==> config.mk <==
export PLATFORM = sky130hd
export DESIGN_NAME = pipe_arb_mux
export DESIGN_NICKNAME = d
export VERILOG_FILES = /design/src/rtl/pipe_arb_mux.sv
export SDC_FILE = /design/constraint.sdc
export NUM_CORES = 1
export LEC_CHECK = 0
export CAP_MARGIN = 20
export CORE_MARGIN = 8
export CORE_UTILIZATION = 34
export CTS_BUF_LIST = sky130_fd_sc_hd__clkbuf_8 sky130_fd_sc_hd__clkbuf_16
export DETAILED_ROUTE_END_ITERATION = 12
export PLACE_DENSITY = 0.81
export SYNTH_ARGS = -nofsm -noshare
export SYNTH_HDL_FRONTEND = slang
export SYNTH_SLANG_ARGS = --single-unit
==> constraint.sdc <==
create_clock -name clk -period 1.85 [get_ports clk]
set_input_delay 0.37 -clock clk [delete_from_list [all_inputs] [get_ports clk]]
set_output_delay 0.37 -clock clk [all_outputs]
set_load 0.02 [all_outputs]
==> src/rtl/pipe_arb_mux.sv <==
// Registered N-way multiplexer with valid/ready on every channel; the source is picked
// by an explicit select (MODE=0) or by a round-robin arbiter over valid inputs (MODE=1).
module pipe_arb_mux #(
    parameter int WIDTH  = 16,
    parameter int NUM_IN = 4,
    parameter int MODE   = 0,
    parameter int SELW   = (NUM_IN > 1) ? $clog2(NUM_IN) : 1
) (
    input  logic                      clk,
    input  logic                      rst,
    input  logic [SELW-1:0]           sel,
    input  logic [NUM_IN*WIDTH-1:0]   in_data,
    input  logic [NUM_IN-1:0]         in_valid,
    output logic [NUM_IN-1:0]         in_ready,
    output logic [WIDTH-1:0]          out_data,
    output logic                      out_valid,
    output logic [SELW-1:0]           out_src,
    input  logic                      out_ready
);

    // Channel tables are padded to the full select range so an out-of-range sel
    // simply reads an idle, zero-data channel.
    localparam int NSEL = 1 << SELW;

    logic [WIDTH-1:0] ch_data [NSEL];
    logic [NSEL-1:0]  valid_pad;

    logic [WIDTH-1:0] out_data_reg;
    logic             out_valid_reg;
    logic [SELW-1:0]  out_src_reg;
    logic [SELW-1:0]  last_reg;

    logic             sel_grant;
    logic             rr_grant;
    logic [SELW-1:0]  rr_idx;
    logic             grant;
    logic [SELW-1:0]  grant_idx;
    logic             load_en;
    logic             xfer;

    genvar gi;
    generate
        for (gi = 0; gi < NSEL; gi++) begin : g_ch
            if (gi < NUM_IN) begin : g_real
                assign ch_data[gi]   = in_data[gi*WIDTH +: WIDTH];
                assign valid_pad[gi] = in_valid[gi];
            end else begin : g_pad
                assign ch_data[gi]   = '0;
                assign valid_pad[gi] = 1'b0;
            end
        end
    endgenerate

    // Round-robin search starts one past the last granted channel and wraps.
    always_comb begin
        int idx;
        idx      = 0;
        rr_grant = 1'b0;
        rr_idx   = '0;
        for (int k = 1; k <= NUM_IN; k++) begin
            idx = int'(last_reg) + k;
            if (idx >= NUM_IN) begin
                idx = idx - NUM_IN;
            end
            if (!rr_grant && valid_pad[idx]) begin
                rr_grant = 1'b1;
                rr_idx   = SELW'(idx);
            end
        end
    end

    assign sel_grant = valid_pad[sel];
    assign grant     = (MODE == 1) ? rr_grant : sel_grant;
    assign grant_idx = (MODE == 1) ? rr_idx   : sel;
    assign load_en   = !out_valid_reg || out_ready;
    assign xfer      = grant && load_en && !rst;

    generate
        for (gi = 0; gi < NUM_IN; gi++) begin : g_ready
            assign in_ready[gi] = xfer && (grant_idx == SELW'(gi));
        end
    endgenerate

    always_ff @(posedge clk or posedge rst) begin
        if (rst) begin
            out_data_reg  <= '0;
            out_valid_reg <= 1'b0;
            out_src_reg   <= '0;
            last_reg      <= SELW'(NUM_IN - 1);
        end else if (xfer) begin
            out_data_reg  <= ch_data[grant_idx];
            out_valid_reg <= 1'b1;
            out_src_reg   <= grant_idx;
            if (MODE == 1) begin
                last_reg <= grant_idx;
            end
        end else if (out_ready) begin
            out_valid_reg <= 1'b0;
        end
    end

    assign out_data  = out_data_reg;
    assign out_valid = out_valid_reg;
    assign out_src   = out_src_reg;

endmodule
# Word level (Yosys, flattened, before mapping)
# Index checks and enable logic that the tools add are counted.
# word_totals
register_bits	19
out_inout_bits	23
# op_classes
n_lt_le_gt_ge	2
n_eq_ne	3
mux	7
bitwise_logic	1
reduce_logical	11
# op_table
cell	n
$bmux 16 s2	1
$mux 16	2
$logic_and 1x1->1	6
$eq 2x2->1 const B	2
$ge 3x3->1 const B	1
$lt 2x3->1 const B	1
$mux 1	3
$not 2->3	1
$bmux 1 s2	1
$eq 2x1->1 const B	1
$logic_not 1->1	2
$logic_not 2->1	1
$reduce_bool 2->1	1
$logic_or 1x1->1	1

# Depth between registers and ports, before layout
# logic_depth
ltp_word	5
ltp_mapped	5

# Least setup slack after synthesis
# OpenSTA, ideal clock, no wires.
# synth_timing
kind	input -> output
start	input rst
end	output in_ready[0]
t_arrival_ns	1.609
required_ns	1.480
setup_slack_ns	-0.129
stages	3
path_buffers	0
cell_sequence	inv_1 nand3_1 nor3b_1
# synth_via
elab_chain_cells	3
# synth_rtl
element	line_no	text
start: declaration	10	input logic rst,
$logic_not 1->1 (no line)	-	
$logic_and 1x1->1	76	assign xfer = grant && load_en && !rst;
$logic_and 1x1->1	80	assign in_ready[gi] = xfer && (grant_idx == SELW'(gi));
end: declaration	14	output logic [NUM_IN-1:0] in_ready,
# No other way between the ends.

# Worst setup path in the final report
# layout_timing
start	input in_valid[0]
end	register out_data_reg[13], in the netlist out_data[13]
# layout_via
elab_chain_cells	4
# layout_rtl
element	line_no	text
start: declaration	13	input logic [NUM_IN-1:0] in_valid,
$bmux 1 s2	72	assign sel_grant = valid_pad[sel];
$mux 1 (implied by the code)	72	
$logic_and 1x1->1 (2 in a row)	76	
end signal: assignment	91	out_data_reg <= ch_data[grant_idx];
end: declaration	28	logic [WIDTH-1:0] out_data_reg;
# No other way between the ends. The select of a mux whose other input is x is not followed.
# A chain may end at the register's enable or synchronous reset.

==> flow_summary.toml <==
[status]
status = "complete, no violations"

[sta]
fmax_ghz = 0.553
finalCriticalPeriod_ps = 1810
hold_viol_final = 0
whs_ps = 513
worstMarginPinSlew_ps = 279
fin_crit_sh = 0.978
max_slew_margin = 0.814
drv_slew = 0
skew_ps = 6.21
rsz0062_at_grt = "no"
setup_viol = 0

[floorplanning]
dieArea_sq_mm = 0.00599
num_io_pins = 96
initial_core_util = 0.353
die_h_um = 77.4
rows = 22
coreArea_sq_mm = 0.00363
die_w_um = 77.4

[synthesis]
synth_flop_cell = "dfrtp_1"
synth_area_leaders = "dfrtp_1, mux4_2, mux2_4"
synth_cells = 77
synth-simple-area-share = 0.0595
ys_seq_area_frac = 0.371
synth_top_area_cell = "dfrtp_1"
synthTopCellsByCount = "dfrtp_1, mux4_2, mux2_2, mux2_4, mux4_1"
synth_mux_area_frac = 0.502
synth-async-reset-ratio = 1.00
yosys_warnings = 0
ys_types = 24
synthesis.area_sq_mm = 0.00128
synthMostInstantiatedCell = "dfrtp_1"
syn_nets = 150
synth_top_area_share = 0.371
synth_xor_area_frac = 0
ys_ff_latch = 19
synth_edf_count = 0
synthAdderAreaFrac = 0
synth_top_family_by_area = "multiplexers"
synth-compound-area-share = 0.0146
syn_area_per_cell_sq_um = 16.7

[detailed_routing]
first_pass_iters = 4
vias = 1136
drtIter0Drc = 26
vias_per_cell = 4.98
wire_per_inst_um = 18.6
drc = 0
postRouteAntennaNets = 0
wl_um = 4240

[clock_tree]
cts-htree-levels = 1
clkLatencyLatePin_ps = 250
clkSinkCount = 19
cts_buffer_depth = 2
cts_hold_buf = 0
clockRootBuffer = "clkbuf_8"
path_clk_slew_ps = 70
tritoncts.num_buffers = 3
cts_tree = "yes"

[cells_and_area]
drive_gt1_frac = 0.294
fillers = 288
diodes = 0
nets = 254
final_cells = 228
area_growth_pct = 85.8
largest_reg_flops = 16

[pwr]
p_leak_nw = 1.00
power-per-cell-area_mw_per_mm2 = 733
power.total_mw = 1.75
peakVddDrop_mv = 0.386

[setup_path]
cp-endpoint = "out_data[13]"
setup.worst_path.class = "in -> reg"
endpoint_kind = "register"
r2r-end = "out_data[13]"
r2r_cells = 5
timing.rr.start = "out_valid"
crit_path_start = "in_valid[0]"
critPathLaunchType = "input pin"
r2r_slack_ps = 530
arrival_ps = 1950
critPathRequiredTime_ps = 1990
crit_path_max_fanout = 7

[global_route]
antenna_found_initial = 0
track_usage = 0.144
grt_pass1_vias = 1298
grt_max_degree = 22
grt_overflow_total = 0
grt_pass1_wl_um = 6930

[placement]
port-buffer-count = 95
dpl.hpwl_um = 3640
routabilityCongestion = 0.873
post-place-cells = 224

[job]
maxCapViolCount = 0

[min_path]
hold_path_class = "reg -> reg"
==> worst max-delay path, stage by stage <==
cell,delay [ps]
clkdlybuf4s50_1,450
mux4_2,510
nand3_4,120
buf_4,160
mux2_2,330
==> final cells by class <==
class | instances | area [sq um] | share of cell area
timing repair buffer | 105 | 1030 | 0.434
multi-input combinational | 50 | 757 | 0.318
sequential | 19 | 475 | 0.200
tap | 48 | 60.1 | 0.0252
clock buffer | 3 | 41.3 | 0.0173
clock inverter | 1 | 7.51 | 0.00315
inverter | 2 | 7.51 | 0.00315
==> what timing repair did <==
| item | 4_1_cts | 5_1_grt |
|---|---|---|
| gates cloned | 0 | 0 |
| endpoints found under the setup margin | 21 | 5 |
| buffers inserted | 0 | 0 |
| pin swaps | 0 | 2 |
| resized for setup | 19 | 6 |
==> per-layer routing <==
metal	part of all wire	wire, um	track usage
met2	0.49	2080	0.241
met5	0	0	0
met3	0.092	390	0.0599
met4	0.0057	24	0.0396
met1	0.41	1740	0.166
==> where the power goes <==
part | switching (mW) | total, mW | internal, mW
Sequential | 0.0669 | 0.596 | 0.529
Combinational | 0.328 | 0.860 | 0.532
Clock | 0.140 | 0.292 | 0.152
==> kinds of logic (layout without fill, tap and decap cells) <==
logic type | Yosys count | in the layout
AO/OA/AOI/OAI | 3 | 3
buffers and inverters | 8 | 111
flip-flops | 19 | 19
multiplexers | 36 | 36
AND/OR/NAND/NOR | 11 | 11
==> worst min path at each step <==
stage | slack [ps] | cells past startpoint | startpoint | to
global placement | 490 | 1 | out_data[15] | out_data[15]
detailed placement | 490 | 1 | out_data[10] | out_data[10]
finish | 510 | 1 | out_data[10] | out_data[10]
global route | 540 | 1 | out_data[14] | out_data[14]
floorplan | 370 | 1 | rst | out_data[0]
CTS | 510 | 1 | out_data[15] | out_data[15]
==> placed cells by master (no fill, tap or decap), types with 2 or more instances in the layout <==
cell type        netlist  routed
clkdlybuf4s50_1        0      88
dfrtp_1               19      19
mux4_2                13      13
buf_4                  0      11
mux2_4                 9       9
mux2_2                 9       9
mux4_1                 4       4
clkbuf_8               0       3
inv_1                  2       2
nor2_1                 2       2
nand2_1                2       2
dlymetal6s2s_1         0       2
==> per-stage QoR <==
| step | area (sq um) | TNS [ps] | util | setup WS (ps) |
|---|---|---|---|---|
| after floorplan | 1290 | 0 | - | 33.1 |
| after global placement | 2330 | -7580 | 0.640 | -396 |
| after detailed placement | 2330 | -8680 | 0.640 | -496 |
| after CTS | 2360 | 0 | 0.650 | 25.7 |
| after global routing | 2380 | 0 | 0.656 | 7.99 |
| final | 2380 | 0 | 0.656 | 41.1 |
(Power assumes the default switching activity.)
